## config.mk

```make
export PLATFORM = sky130hd
export DESIGN_NAME = memory_bus_arbiter
export DESIGN_NICKNAME = d
export VERILOG_FILES = /design/src/rtl/memory_bus_arbiter.sv
export SDC_FILE = /design/constraint.sdc
export NUM_CORES = 1
export LEC_CHECK = 0
export ABC_AREA = 1
export BUFFER_PORTS_ARGS = -buffer_cell sky130_fd_sc_hd__buf_2
export CORE_AREA = 8 8 100 102
export DETAILED_ROUTE_END_ITERATION = 8
export DIE_AREA = 0 0 108 110
export PLACE_DENSITY = 0.63
export SLEW_MARGIN = 15
export SYNTH_ARGS = -nofsm -noshare
export SYNTH_HDL_FRONTEND = slang
export SYNTH_SLANG_ARGS = --single-unit
```

## constraint.sdc

```tcl
create_clock -name clk -period 1.1 [get_ports clk]
set_input_delay 0 -clock clk [delete_from_list [all_inputs] [get_ports clk]]
set_output_delay 0 -clock clk [all_outputs]
set_load 0.05 [all_outputs]
```

## src/rtl/memory_bus_arbiter.sv

```systemverilog
// Two-port (fetch / data) arbiter for the single core memory bus.
// Grants are round-robin on ties, held until bus completion, and bounded by a watchdog.
module memory_bus_arbiter #(
  parameter int TIMEOUT_CYCLES = 255,
  parameter int TIMER_WIDTH    = 8
) (
  input  logic        clk,
  input  logic        reset_n,
  input  logic        f_valid,
  output logic        f_ready,
  input  logic [31:0] f_address,
  output logic [31:0] f_rdata,
  output logic        f_error,
  input  logic        d_valid,
  output logic        d_ready,
  input  logic [31:0] d_address,
  input  logic [3:0]  d_wstrobe,
  input  logic [31:0] d_wdata,
  output logic [31:0] d_rdata,
  output logic        d_error,
  output logic        m_valid,
  input  logic        m_ready,
  output logic [31:0] m_address,
  output logic [3:0]  m_wstrobe,
  output logic [31:0] m_wdata,
  input  logic [31:0] m_rdata
);

  typedef enum logic [1:0] {IDLE, GRANT_F, GRANT_D} state_t;

  localparam bit WD_EN = (TIMEOUT_CYCLES > 0);
  localparam logic [TIMER_WIDTH-1:0] TIMER_LAST =
    TIMER_WIDTH'((TIMEOUT_CYCLES > 0) ? TIMEOUT_CYCLES - 1 : 0);

  state_t                 state;
  logic                   last_d;
  logic [TIMER_WIDTH-1:0] timer;
  logic                   gnt_f;
  logic                   gnt_d;
  logic                   timeout;
  logic                   done;

  assign gnt_f   = (state == GRANT_F);
  assign gnt_d   = (state == GRANT_D);
  // A real m_ready in the last watchdog cycle wins over the forced termination.
  assign timeout = WD_EN && (gnt_f || gnt_d) && !m_ready && (timer == TIMER_LAST);
  assign done    = (gnt_f || gnt_d) && (m_ready || timeout);

  always_ff @(posedge clk or negedge reset_n) begin
    if (!reset_n) begin
      state   <= IDLE;
      last_d  <= 1'b1;
      timer   <= '0;
      m_valid <= 1'b0;
    end else begin
      case (state)
        IDLE: begin
          timer <= '0;
          // Tie goes to whichever port was not granted last.
          if (f_valid && (!d_valid || last_d)) begin
            state   <= GRANT_F;
            last_d  <= 1'b0;
            m_valid <= 1'b1;
          end else if (d_valid) begin
            state   <= GRANT_D;
            last_d  <= 1'b1;
            m_valid <= 1'b1;
          end
        end
        GRANT_F, GRANT_D: begin
          if (done) begin
            state   <= IDLE;
            m_valid <= 1'b0;
            timer   <= '0;
          end else if (WD_EN) begin
            timer <= timer + 1'b1;
          end
        end
        default: begin
          state   <= IDLE;
          m_valid <= 1'b0;
          timer   <= '0;
        end
      endcase
    end
  end

  always_comb begin
    m_address = '0;
    m_wstrobe = '0;
    m_wdata   = '0;
    if (gnt_f) begin
      m_address = f_address;
    end else if (gnt_d) begin
      m_address = d_address;
      m_wstrobe = d_wstrobe;
      m_wdata   = d_wdata;
    end
  end

  always_comb begin
    f_ready = gnt_f && (m_ready || timeout);
    f_error = gnt_f && timeout;
    f_rdata = (gnt_f && m_ready) ? m_rdata : '0;
    d_ready = gnt_d && (m_ready || timeout);
    d_error = gnt_d && timeout;
    d_rdata = (gnt_d && m_ready) ? m_rdata : '0;
  end

endmodule

```

==> summary.txt, run 1 <==
largest net degree at the start of global routing - 32
Worst EP arrival - 1.69 ns
status - complete, but fails checks
die width - 108 um
max_cap viols - 0
Post-DRT Antenna Nets - 0
clock root cell - clkbuf_8
final hold vios - 0
CP most frequent cell - buf_12
DRC - 0
CP top delay family - buffers and inverters
multiplexer area fraction after synthesis - 0%
TritonCTS clock tree - done
Die H - 110 um
full die area - 11900 sq um
clk slew on worst S/H paths - 0.05 ns
global-route wire length before repair - 20.1 mm
# H-tree levels - 1
Synth Area per Inst - 4.88 sq um
Post-Route WL - 18.0 mm
All-Layer GR Usage - 21.1%
largest fanout on the critical path - 7
Final Max Slew Viols - 0
Ports - 274
Skew-Pair Late Insertion Delay - 0.24 ns
Iter 0 DRT Violations - 252
critical path's slowest cell - dfrtp_1
Mapped Cells - 380
register area - 302 sq um
grt ovf - 0
final core occ - 86.5%
area of the multi-input gates - 2810 sq um
clock period minus worst slack - 1.69 ns
Simple-Gate Fraction of Synth Area - 60.0%
vias in the first global route - 3867
Cell Count Post-Placement - 771
RSZ-0062 raised after global routing - yes
Syn. warnings - 0
violated checks - negative setup slack
CP startpoint kind - register
post-synthesis adder-cell area fraction - 3.38%
post-DR vias/cell - 4.93
number of iterations in the first detailed-routing pass - 4
Worst Setup End Kind - primary output
Netlist cell types - 22
top cell type by total area after synthesis - nand2_1
total core area - 8470 sq um
post-synthesis compound-gate area fraction - 2.30%
clk buf depth - 2
# rows - 34
xor/xnor share of the synthesized area - 1.42%
area delta synth->final - 295%
Critical path buffers and inverters - 5
Worst-Margin Slew - 0.292 ns
final setup margin - -0.594 ns
DR WL/cell - 21.8 um
WP data required - 1.10 ns
hold slack - 0.0841 ns
final instance area - 7320 sq um
Post-Layout Cell Count - 826
DP Worst Slack - -0.402 ns
Peak VDD IR - 1070 uV
main combinational cell family by area after synthesis - simple AND/OR/NAND/NOR gates
Mapped Nets - 522
Mapped Area - 1850 sq um
post-place instance area - 5020 sq um
vias post-DR - 4071
initial antenna violation count - 2
Final GP Congestion - 0.808
CP peak stage delay - 0.35 ns
setup violators final - 147
min-delay worst type - input pin to register
dpl hpwl - 10.1 mm
Leak - 3.31 nW
ratio of final minimum period to clock period - 154%
Power Dens Cells - 2160 nW/um^2
fraction of layout cells with a size suffix above 1 - 82.7%
synth top area cells - nand2_1, nor2_1, dfrtp_1
port bufs - 273
share of the synthesized area in the top cell type - 24.9%
cts bufs inserted - 3
Slew headroom - 80.6%
skew final - 0.00319 ns
flop and latch count out of synthesis - 12
register area share after synthesis - 16.3%
clock sinks - 12
fill cell count - 368
crit path kind - register to primary output
worst-path cell chain - buf_4, ha_4, buf_12, nand2_8, buf_12, buf_12, nor2_4, buf_8
initial core utilization - 21.9%
# nets final - 859
max frequency - 0.590 GHz
where the power goes:
group | switching [mW] | internal [mW]
logic | 8.54 | 6.29
clock network | 0.160 | 0.255
registers | 0.0530 | 0.545
total | 8.75 | 7.09
cell usage after synthesis:
cell and n:
a21oi_1 2, a31o_2 1, buf_2 16, buf_4 2, buf_6 1, clkbuf_1 7, clkinv_1 1, dfrtp_1 11
dfstp_2 1, ha_1 5, inv_1 45, inv_2 1, nand2_1 123, nand3_1 38, nand3_2 1, nand3b_1 1
nor2_1 116, nor2_2 1, o21ai_0 3, o21ai_2 1, xnor2_1 1, xor2_1 2
area by class of cell:
class                   instances  area share (%)
repair inverters                5            1.21
inverters                      47            2.77
well taps                     108            1.85
clock buffers                   4           0.615
diodes                          2          0.0684
flip-flops and latches         12            4.12
repair buffers                353            51.0
multi-input cells             295            38.3
per-stage QoR:
stage	setup TNS, ns	power, mW
detailed placement	-43.15	10.3
global route	-82.38	16.4
global placement	-41.87	10.2
finish	-73.96	15.8
floorplan	-26.29	8.27
CTS	-67.50	12.9
path summary, 6_finish.rpt:
| path | slack, ns | to | depth (start not counted) | from |
|---|---|---|---|---|
| setup / recovery | -0.59 | d_rdata[27] | 8 | state[1] |
| hold / removal | 0.08 | last_d | 3 | d_valid |
| setup reg to reg | -0.21 | timer[3] | 8 | timer[0] |
| hold reg to reg | 0.50 | m_valid | 2 | m_valid |
| max in group asynchronous | 0.64 | last_d | 2 | reset_n |
| min in group asynchronous | 0.18 | timer[3] | 2 | reset_n |
metal layers:
metal / GRT usage, % / vias up / share of wire, %
li1: - / 1817 / -
met1: 21.8 / 1934 / 33
met2: 42.1 / 250 / 53
met3: 5.00 / 70 / 9.3
met4: 4.06 / 0 / 4.4
met5: 0 / - / 0
worst register-to-register path, stage by stage, from the launching register on:
cell and delay [ns]:
dfrtp_1 0.37, inv_1 0.06, ha_2 0.18, inv_1 0.04, nor2_1 0.09, nand2_1 0.08
nand3_2 0.15, buf_4 0.17, nor2_1 0.05
sequential cells by signal, indices dropped and copies added (netlist names):
signal	count
last_d	1
m_valid	1
state	2
timer	8
cells in the final DEF, fill, tap and decap left out, drive strengths merged:
master	count
xnor2	1
nand3	39
dfstp	1
a21oi	2
a31o	1
clkbuf	16
dlygate4sd3	1
nor2	117
xor2	2
dfrtp	11
ha	5
o21ai	4
buf	340
diode	2
inv	50
nand2	123
clkinv	2
nand3b	1
logic make-up (layout without fill, tap and decap cells):
family / after synthesis / count (layout)
adders and majority gates: 5 / 5
other: 0 / 2
buffers and inverters: 73 / 409
DFF: 12 / 12
AOI/OAI and AO/OA: 7 / 7
and+or+nand+nor: 280 / 280
xor gates and xnor gates: 3 / 3
timing repair:
item / 4_1_cts / 5_1_grt
hold buffers: 1 / 0
setup buffers: 10 / 18
pin swaps: 2 / 21
setup endpoints to repair: 147 / 148
gates cloned: 5 / 17
endpoints found under the hold margin: 12 / 0
resized for setup: 276 / 141
Power figures use the tool's default switching activity.
==> run 2: changes to the inputs <==
- ABC_AREA: 1 -> 0
- CORE_AREA: 8 8 100 102 -> 8 8 101 103
- DIE_AREA: 0 0 108 110 -> 0 0 109 111
- PLACE_DENSITY: 0.63 -> 0.6
==> summary.txt, run 2 <==
status - complete, but fails checks
violated checks - negative setup slack
max frequency - 0.588 GHz
hold slack - 0.0491 ns
Peak VDD IR - 1790 uV
fraction of layout cells with a size suffix above 1 - 92.4%
switch share - 52.3%
Mapped Nets - 367
Final Max Slew Viols - 0
clk slew on worst S/H paths - 0.05 ns
Post-Route WL - 14.4 mm
Mapped Cells - 225
register with the most flip-flops - timer
Post-synth EDFFs - 0
Worst EP arrival - 1.70 ns
fill cell count - 605
vias in the first global route - 3145
Clk pwr share - 3.3%
share of the synthesized area in the top cell type - 24.3%
DRC - 0
Final GP Congestion - 0.821
worst hold stages - 3
Worst Setup End Kind - primary output
post-place instance area - 4130 sq um
RSZ-0062 raised after global routing - yes
TritonCTS clock tree - done
die width - 109 um
dpl hpwl - 10.4 mm
max_cap viols - 0
top cell type by total area after synthesis - and3_1
Slew headroom - 80.5%
largest net degree at the start of global routing - 65
flop and latch count out of synthesis - 12
final setup margin - -0.601 ns
Net Switching - 6.61 mW
commonest non-fill, non-tap cells in the layout - buf_2, buf_8, and3_4, buf_6, and2_4
Largest regs - timer (8), state (2)
Flop pwr share - 5.1%
clock period minus worst slack - 1.70 ns
grt ovf - 0
leading cell type in the layout, fill and taps excluded - buf_2
final instance area - 5650 sq um
Main synth FF type - dfrtp_1
Leak - 2.81 nW
largest fanout on the critical path - 13
Post-synth ARST share - 100%
min-delay worst type - input pin to register
crit path kind - register to primary output
clock sinks - 12
cts bufs inserted - 3
initial antenna violation count - 3
Skew-Pair Late Insertion Delay - 0.24 ns
combinational share of power - 91.6%
CP startpoint kind - register
synth top area cells - and3_1, a22o_1, dfrtp_1
global-route wire length before repair - 18.8 mm
initial core utilization - 20.2%
area delta synth->final - 227%
WP data required - 1.10 ns
Worst-Margin Slew - 0.292 ns
Synth Area per Inst - 7.67 sq um
# H-tree levels - 1
max reg flops - 8
register area share after synthesis - 17.5%
clock root cell - clkbuf_8
Iter 0 DRT Violations - 90
ratio of final minimum period to clock period - 155%
Netlist cell types - 34
# rows - 34
Syn. warnings - 0
Power Dens Cells - 2240 nW/um^2
internal power - 6.02 mW
DP Worst Slack - -0.480 ns
# nets final - 667
final hold vios - 0
clk buf depth - 2
Post-DRT Antenna Nets - 0
All-Layer GR Usage - 19.9%
Die H - 111 um
port bufs - 273
setup violators final - 147
ant diodes - 0
Ports - 274
DR WL/cell - 22.7 um
full die area - 12100 sq um
Mapped Area - 1730 sq um
Synth top cells by count - and3_1, and2_1, a22o_1
Worst R2R Path Depth - 6
vias post-DR - 3050
skew final - 0.00203 ns
count leader, synth - and3_1
post-DR vias/cell - 4.83
number of iterations in the first detailed-routing pass - 4
total core area - 8550 sq um
## run 2: changes by cell type in the layout (fill, tap and decap cells not counted), sizes merged, moves of 3 or more
| cell | before | now |
|---|---|---|
| nand3 | 39 | 3 |
| nor2b | 0 | 4 |
| nor2 | 117 | 6 |
| a31oi | 0 | 3 |
| inv | 50 | 5 |
| nand2 | 123 | 5 |
| buf | 340 | 301 |
| a22o | 0 | 32 |
| clkbuf | 16 | 19 |
| and2 | 0 | 36 |
| and3 | 0 | 67 |
## run 2: area by class of cell
class | instances | area, sq um | area share (%)
multi-input cells | 185 | 2110 | 37.4
repair buffers | 318 | 3030 | 53.7
flip-flops and latches | 12 | 303 | 5.36
clock buffers | 4 | 45.0 | 0.798
inverters | 5 | 21.3 | 0.377
well taps | 108 | 135 | 2.39
## run 2: repair_timing
action,in CTS,in global routing
resized for setup,204,195
gates cloned,2,5
endpoints found under the setup margin,148,148
pin swaps,0,18
hold endpoints to repair,13,0
hold buffers,2,0
buffers inserted,1,8
## run 2: final timing paths
kind | start | endpoint | slack, ns
max in group asynchronous | reset_n | last_d | 0.67
setup reg to reg | timer[0] | m_valid | -0.43
min in group asynchronous | reset_n | timer[5] | 0.16
setup / recovery | state[1] | m_address[1] | -0.60
hold reg to reg | last_d | last_d | 0.53
hold / removal | d_valid | last_d | 0.05
## run 2: worst max-delay path, cell delays in order (launching register included)
cell and delay, ns:
dfrtp_1 0.40, buf_6 0.13, ha_4 0.16, and2b_4 0.22, buf_12 0.16, a22o_2 0.23
buf_12 0.15
## run 2: per-stage QoR
stage | cells | utilization (%) | power [mW] | setup TNS [ns]
3_5_place_dp | 610 | 48.3 | 9.34 | -56.85
3_3_place_gp | 610 | 48.3 | 9.26 | -53.47
5_1_grt | 632 | 66.1 | 13.1 | -78.28
6_report | 632 | 66.1 | 12.6 | -72.15
4_1_cts | 619 | 57.4 | 11.3 | -81.40
2_1_floorplan | 225 | - | 7.41 | -22.61
## run 2: per-layer routing
layer	vias to the layer above	GRT usage [%]	wire length [um]
met4	6	5.75	302
met5	-	0	36
met3	32	7.79	1490
li1	1424	-	-
met2	153	33.7	7230
met1	1435	22.2	5300
## run 2: cells by family (layout without fill, tap and decap cells)
logic type                 after synthesis  in the layout  synth area share (%)
AOI/OAI and AO/OA                       46             46                  22.5
xor gates and xnor gates                 3              3                  1.52
adders and majority gates                5              5                  3.63
buffers and inverters                   29            327                  6.74
DFF                                     12             12                  17.5
muxes                                    3              3                  2.32
and+or+nand+nor                        127            128                  45.8
## run 2: power groups by stage
stage / Sequential (mW) / Clock (mW) / Combinational [mW]
final: 0.643 / 0.420 / 11.6
after global routing: 0.651 / 0.452 / 12.0
after CTS: 0.620 / 0.431 / 10.3
after detailed placement: 0.627 / 0 / 8.71
after global placement: 0.621 / 0 / 8.64
after floorplan: 0.695 / 0 / 6.71
